[src/rtl/traffic_light_pkg.sv]
// Shared phase encoding and lamp constants for the NS/EW intersection controller.
package traffic_light_pkg;

    typedef enum logic [2:0] {
        NS_GREEN  = 3'd0,
        NS_YELLOW = 3'd1,
        ALLRED_A  = 3'd2,
        EW_GREEN  = 3'd3,
        EW_YELLOW = 3'd4,
        ALLRED_B  = 3'd5
    } tl_state_e;

    localparam logic [2:0] LAMP_GREEN  = 3'b001;
    localparam logic [2:0] LAMP_YELLOW = 3'b010;
    localparam logic [2:0] LAMP_RED    = 3'b100;

endpackage

[src/rtl/tl_phase_timer.sv]
// Phase dwell counter: zero on the cycle a phase is entered, then counts up while it is held.
module tl_phase_timer #(
    parameter int CNT_W = 4
) (
    input  logic             clk,
    input  logic             rst,
    input  logic             clear,
    output logic [CNT_W-1:0] timer
);

    always_ff @(posedge clk) begin
        if (rst || clear)
            timer <= '0;
        else
            timer <= timer + CNT_W'(1);
    end

endmodule

[src/rtl/traffic_light_ctrl.sv]
// Two-road intersection controller with EW-sensor NS green extension.
// Build option TL_ALL_RED_EN inserts an all-red clearance phase after each yellow.
module traffic_light_ctrl
    import traffic_light_pkg::*;
#(
    parameter int GREEN_CYC     = 6,
    parameter int MAX_GREEN_CYC = 12,
    parameter int YELLOW_CYC    = 3,
    parameter int ALLRED_CYC    = 2,
    parameter int CNT_W         = 4
) (
    input  logic             clk,
    input  logic             rst,
    input  logic             car_ew,
    output logic [2:0]       ns,
    output logic [2:0]       ew,
    output tl_state_e        state,
    output logic [CNT_W-1:0] timer
);

    if (MAX_GREEN_CYC - 1 >= (1 << CNT_W)) begin : g_bad_cnt_w
        $error("traffic_light_ctrl: CNT_W too narrow for MAX_GREEN_CYC-1");
    end
    if (MAX_GREEN_CYC < GREEN_CYC || GREEN_CYC < 1 || YELLOW_CYC < 1 || ALLRED_CYC < 1) begin : g_bad_dwell
        $error("traffic_light_ctrl: illegal phase durations");
    end

    localparam logic [CNT_W-1:0] G_LAST   = CNT_W'(GREEN_CYC - 1);
    localparam logic [CNT_W-1:0] MAX_LAST = CNT_W'(MAX_GREEN_CYC - 1);
    localparam logic [CNT_W-1:0] Y_LAST   = CNT_W'(YELLOW_CYC - 1);
    localparam logic [CNT_W-1:0] AR_LAST  = CNT_W'(ALLRED_CYC - 1);

    tl_state_e next_state;
    logic      phase_change;

    always_ff @(posedge clk) begin
        if (rst)
            state <= NS_GREEN;
        else
            state <= next_state;
    end

    // Any phase change restarts the dwell count from zero.
    assign phase_change = (next_state != state);

    tl_phase_timer #(.CNT_W(CNT_W)) u_timer (
        .clk   (clk),
        .rst   (rst),
        .clear (phase_change),
        .timer (timer)
    );

    always_comb begin
        next_state = state;
        case (state)
            NS_GREEN:
                if ((timer >= G_LAST && car_ew) || timer == MAX_LAST)
                    next_state = NS_YELLOW;
            NS_YELLOW:
                if (timer == Y_LAST) begin
`ifdef TL_ALL_RED_EN
                    next_state = ALLRED_A;
`else
                    next_state = EW_GREEN;
`endif
                end
            ALLRED_A:
                if (timer == AR_LAST)
                    next_state = EW_GREEN;
            EW_GREEN:
                if (timer == G_LAST)
                    next_state = EW_YELLOW;
            EW_YELLOW:
                if (timer == Y_LAST) begin
`ifdef TL_ALL_RED_EN
                    next_state = ALLRED_B;
`else
                    next_state = NS_GREEN;
`endif
                end
            ALLRED_B:
                if (timer == AR_LAST)
                    next_state = NS_GREEN;
            default:
                next_state = NS_GREEN;
        endcase
    end

    // Red is the safe default so unused encodings never light a green.
    always_comb begin
        ns = LAMP_RED;
        ew = LAMP_RED;
        case (state)
            NS_GREEN:  ns = LAMP_GREEN;
            NS_YELLOW: ns = LAMP_YELLOW;
            EW_GREEN:  ew = LAMP_GREEN;
            EW_YELLOW: ew = LAMP_YELLOW;
            default: ;
        endcase
    end

endmodule

[config.mk]
export PLATFORM = sky130hd
export DESIGN_NAME = traffic_light_ctrl
export DESIGN_NICKNAME = d
export VERILOG_FILES = /design/src/rtl/traffic_light_pkg.sv /design/src/rtl/tl_phase_timer.sv /design/src/rtl/traffic_light_ctrl.sv
export SDC_FILE = /design/constraint.sdc
export NUM_CORES = 1
export LEC_CHECK = 0
export CAP_MARGIN = 20
export CORE_MARGIN = 1
export CORE_UTILIZATION = 30
export DETAILED_ROUTE_END_ITERATION = 12
export SYNTH_ARGS = -nofsm -noshare
export SYNTH_HDL_FRONTEND = slang
export SYNTH_HIERARCHICAL = 1
export SYNTH_SLANG_ARGS = --single-unit
[constraint.sdc]
create_clock -name clk -period 2.37 [get_ports clk]
set_input_delay 0.5925 -clock clk [delete_from_list [all_inputs] [get_ports clk]]
set_output_delay 0.5925 -clock clk [all_outputs]
set_load 0.02 [all_outputs]
Word-level counts from Yosys, hierarchy flattened. Cells that the tools add are included.

Register bits after elaboration: 7. Bits of input ports: 3.

Add/subtract/negate cells: 1. Magnitude comparators: 1. Equality and inequality tests: 10. Multiplexer cells: 9. Reductions and logical operators: 4.

Operators with widths (number): 2-to-1 mux 3 bit (6); one-hot mux 3 bit (6 select lines) (1); one-hot mux 3 bit (2 select lines) (2); == test 3 x 2 -> 1 bit, second input constant (2); == test 3 bit, second input constant (2); adder 4 x 1 -> 4 bit, second input constant (1); == test 4 x 1 -> 1 bit, second input constant (1); == test 4 x 2 -> 1 bit, second input constant (1); == test 4 x 3 -> 1 bit, second input constant (1); == test 4 bit, second input constant (1); greater-or-equal comparator 4 x 3 -> 1 bit, second input constant (1); == test 3 x 1 -> 1 bit, second input constant (1); logical NOT 3 bit (1); != test 3 bit (1); logical OR 1 bit (2); logical AND 1 bit (1).

Logic depth before layout (Yosys ltp).
Word-level depth: 7. Depth in mapped cells: 7. Mapped depth without buffers: 6.

Modules after synthesis. The synthesis kept the hierarchy.

Modules (own cells, without submodules): traffic_light_ctrl (instances 1, cells each 40, area each 301.5 um2, sequential area each 60.1 um2); tl_phase_timer (instances 1, cells each 13, area each 151.4 um2, sequential area each 80.1 um2).

Least setup slack after synthesis. OpenSTA, ideal clock, no wires.

Path kind: register to output. Start point: reg state[1]. End point: out ew[2]. Arrival time: 1652 ps. Data required time: 1778 ps. Slack: 126 ps. Stages on the path, launching flop included: 5. Path buffers: 1. Cell sequence: dfxtp_1 clkbuf_1 inv_1 nor3_1 nor2_1.

Longest elaborated chain between the ends: 2. Elaborated cells on any way between the ends: 3.

RTL lines: start: declaration (line traffic_light_ctrl.sv:17) `output tl_state_e state,`; start signal: assignment (line traffic_light_ctrl.sv:40) `state <= next_state;`; == test 3 bit or == test 3 x 2 -> 1 bit (tied branches) (line traffic_light_ctrl.sv:93) `case (state)`; one-hot mux 3 bit (2 select lines) * (line traffic_light_ctrl.sv:93); end: declaration (line traffic_light_ctrl.sv:16) `output logic [2:0] ew,`.

Every way passes the cells marked *; elsewhere a longest branch is shown, timed or not.

Final worst setup path.
Start point: reg state[0]. End point: out ns[1].

Longest elaborated chain between the ends: 2. Elaborated cells on any way between the ends: 3.

RTL lines: == test 3 x 1 -> 1 bit or logical NOT 3 bit (tied branches) (line traffic_light_ctrl.sv:93); one-hot mux 3 bit (2 select lines) * (line traffic_light_ctrl.sv:93); end: declaration (line traffic_light_ctrl.sv:15) `output logic [2:0] ns,`.

Marks and branches as above.

==> flow_metrics.env <==
export IMPL_end_kind="primary output"
export IMPL_yosys_most_used_dff="dfxtp_1"
export IMPL_crit_slowest_cell="clkdlybuf4s50_1"
export IMPL_cp_depth=3
export IMPL_pwr_density_cell_nw_per_um2=466
export IMPL_cp_arrival_ns=1.64
export IMPL_worstSetupStartpoint="state[0]"
export IMPL_vias=461
export IMPL_hold_path_class="flop to flop"
export IMPL_whs_ns=0.520
export IMPL_fmax_mhz=448
export IMPL_final_cell_count_no_fill=89
export IMPL_syn_nets=57
export IMPL_cp_top_family="buffers and inverters"
export IMPL_r2r_slack_ns=0.43
export IMPL_worst_pin_slew_ns=0.371
export IMPL_grt_overflow=0
export IMPL_syn_instance_count=53
export IMPL_placed_cells_incl_taps=85
export IMPL_critPathBufInv=2
export IMPL_die_x_um=40.9
export IMPL_wl_per_cell_um=11.3
export IMPL_drtPass1Iterations=2
export IMPL_synth_edf_count=0
export IMPL_yosysUniqueCellTypes=25
export IMPL_ff2ff_path_depth=6
export IMPL_grt_max_degree=11
export IMPL_core_area_um2=1350
export IMPL_power_switching_mw=0.0867
export IMPL_routabilityCongestion=0.667
export IMPL_final_util_pct=50.0
export IMPL_hp_start="state[2]"
export IMPL_cts_htree_levels=1
export IMPL_seqPwrFrac_pct=44.5
export IMPL_internal_power_mw=0.228
export IMPL_clockRootBuffer="clkbuf_4"
export IMPL_clock_power_share_pct=33.6
export IMPL_start_util_pct=33.5
export IMPL_yosys_warnings=6
export IMPL_synthArstFlopShare_pct=0
export IMPL_cp_start_kind="flop"
export IMPL_portBuffers=15
export IMPL_cts_inserted_buffers=3
export IMPL_antenna_found_initial=0
export IMPL_seq_area_frac_synth_pct=30.9
export IMPL_ir_drop_mv=0.278
export IMPL_grt_usage_pct=14.2
export IMPL_r2r_start="u_timer/timer[3]"
export IMPL_swShare_pct=27.6
export IMPL_period_minus_slack_ns=2.23
export IMPL_skew_ns=0.00665
export IMPL_antenna_cells=0
export IMPL_clockBufferDepth=2
export IMPL_final_hold_violation_count=0
export IMPL_cp_required_ns=1.78
export IMPL_crit_type="flop to primary output"
export IMPL_grt_pass1_vias=386
export IMPL_die_h_um=40.9
export IMPL_ioPinCount=16
export IMPL_slew_violations=0
export IMPL_via_per_inst=5.18
export IMPL_rr_endpoint="u_timer/timer[3]"
export IMPL_syn_area_um2=453
export IMPL_drc=0
export IMPL_clock_latency_ns=0.25
export IMPL_cts_tree="built"
export IMPL_drt_iter0_markers=1
export IMPL_pwr_share_comb_pct=21.9
export IMPL_status="completed"
export IMPL_fin_nets=79
export IMPL_wl_um=1010
export IMPL_ys_seq_elements=7
export IMPL_syn_to_final_growth_pct=48.9
export IMPL_critPathMaxStageDelay_ns=0.66
export IMPL_slew_headroom_pct=75.1
export IMPL_p_leak_nw=0.257
export IMPL_numClockSinks=7
export IMPL_rsz0062_at_grt="no"
export IMPL_endpoint="ns[1]"
export IMPL_drive_gt1_share_pct=16.2
export IMPL_antenna_left=0
export IMPL_setup_viol=0
export IMPL_hpwl_um=742
export IMPL_crit_chain="buf_4 > nor3b_1 > clkdlybuf4s50_1"
export IMPL_cp_max_fo=7
export IMPL_grt_pass1_wl_um=1570
export IMPL_period_share_pct=94.1
export IMPL_maxCapViolCount=0
export IMPL_fin_tns_setup_ns=0
export IMPL_path_clk_slew_ns=0.05
export IMPL_synth_avg_cell_area_um2=8.55
export IMPL_std_cell_rows=13
export IMPL_dieArea_um2=1670
-- power by group through the flow --
stage | sequential [mW] | clock (mW) | combinational, mW
after floorplan | 0.149 | 0 | 0.0321
after global placement | 0.142 | 0 | 0.0696
after detailed placement | 0.142 | 0 | 0.0690
after CTS | 0.140 | 0.108 | 0.0692
after global routing | 0.143 | 0.112 | 0.0744
final | 0.140 | 0.106 | 0.0689
-- final cells by class --
type | count | area [µm²]
Clock buffer | 4 | 26.3
Fill cell | 137 | 676
Inverter | 3 | 11.3
Multi-Input combinational cell | 41 | 294
Sequential cell | 7 | 141
Tap cell | 15 | 18.8
Timing Repair Buffer | 19 | 183
-- Yosys cell counts (2+ instances only) --
cell	count	area share, %
inv_1	3	2.5
nand2_1	3	2.5
clkbuf_1	2	1.7
nor3_1	7	7.7
nor3b_1	4	6.6
a21oi_1	6	6.6
dfxtp_1	7	31
nor2_1	4	3.3
-- per-stage QoR --
stage	instance area [µm²]	total power, mW	setup WS [ns]
6_report	674	0.314	0.140
5_1_grt	674	0.329	0.0370
4_1_cts	671	0.317	0.0414
3_5_place_dp	644	0.211	0.130
3_3_place_gp	644	0.212	0.179
2_1_floorplan	453	0.181	0.126
-- worst reg2reg max path, delay by kind of cell, from the launching register on --
kind	cells	cell delay (ns)
flip-flops	1	0.54
AND/OR/NAND/NOR	4	0.90
AO/OA/AOI/OAI	1	0.27
multiplexers	1	0.18
-- kinds of logic after synthesis --
family | synth area share, %
xor+xnor | 1.93
simple gates | 40.3
mux | 5.52
compound gates | 14.4
fa+ha+maj | 2.76
flops | 30.9
buf+inv | 4.14
-- how the worst min path moves through the flow --
| stage | endpoint | cells past startpoint |
|---|---|---|
| floorplan | state[1] | 1 |
| global placement | state[1] | 1 |
| detailed placement | state[1] | 1 |
| CTS | state[1] | 1 |
| global route | state[1] | 1 |
| finish | state[1] | 1 |
-- repair_timing --
action	CTS	global route
setup endpoints to repair	0	2
buffers inserted	0	0
hold buffers	0	0
gates resized for setup	0	2
-- state kept, by name (all words and copies together) (netlist names) --
signal / count
u_timer/timer: 4
state: 3
-- cell usage in the layout (no fill, tap or decap), drive strengths merged, types with 2 or more instances in the layout --
cell type	n
inv	3
nor4b	2
buf	4
clkbuf	4
nor3	7
nor3b	4
nor2	4
dfxtp	7
nand2	3
a21oi	6
clkdlybuf4s50	14
-- per-layer routing --
metal | vias up | track usage, % | wire, µm
met4 | 0 | 10.0 | 0
met1 | 206 | 19.3 | 532
li1 | 244 | - | -
met5 | - | 0 | 0
met2 | 11 | 20.3 | 434
met3 | 0 | 1.63 | 44
Note: power is estimated with default switching activity, not from simulation.
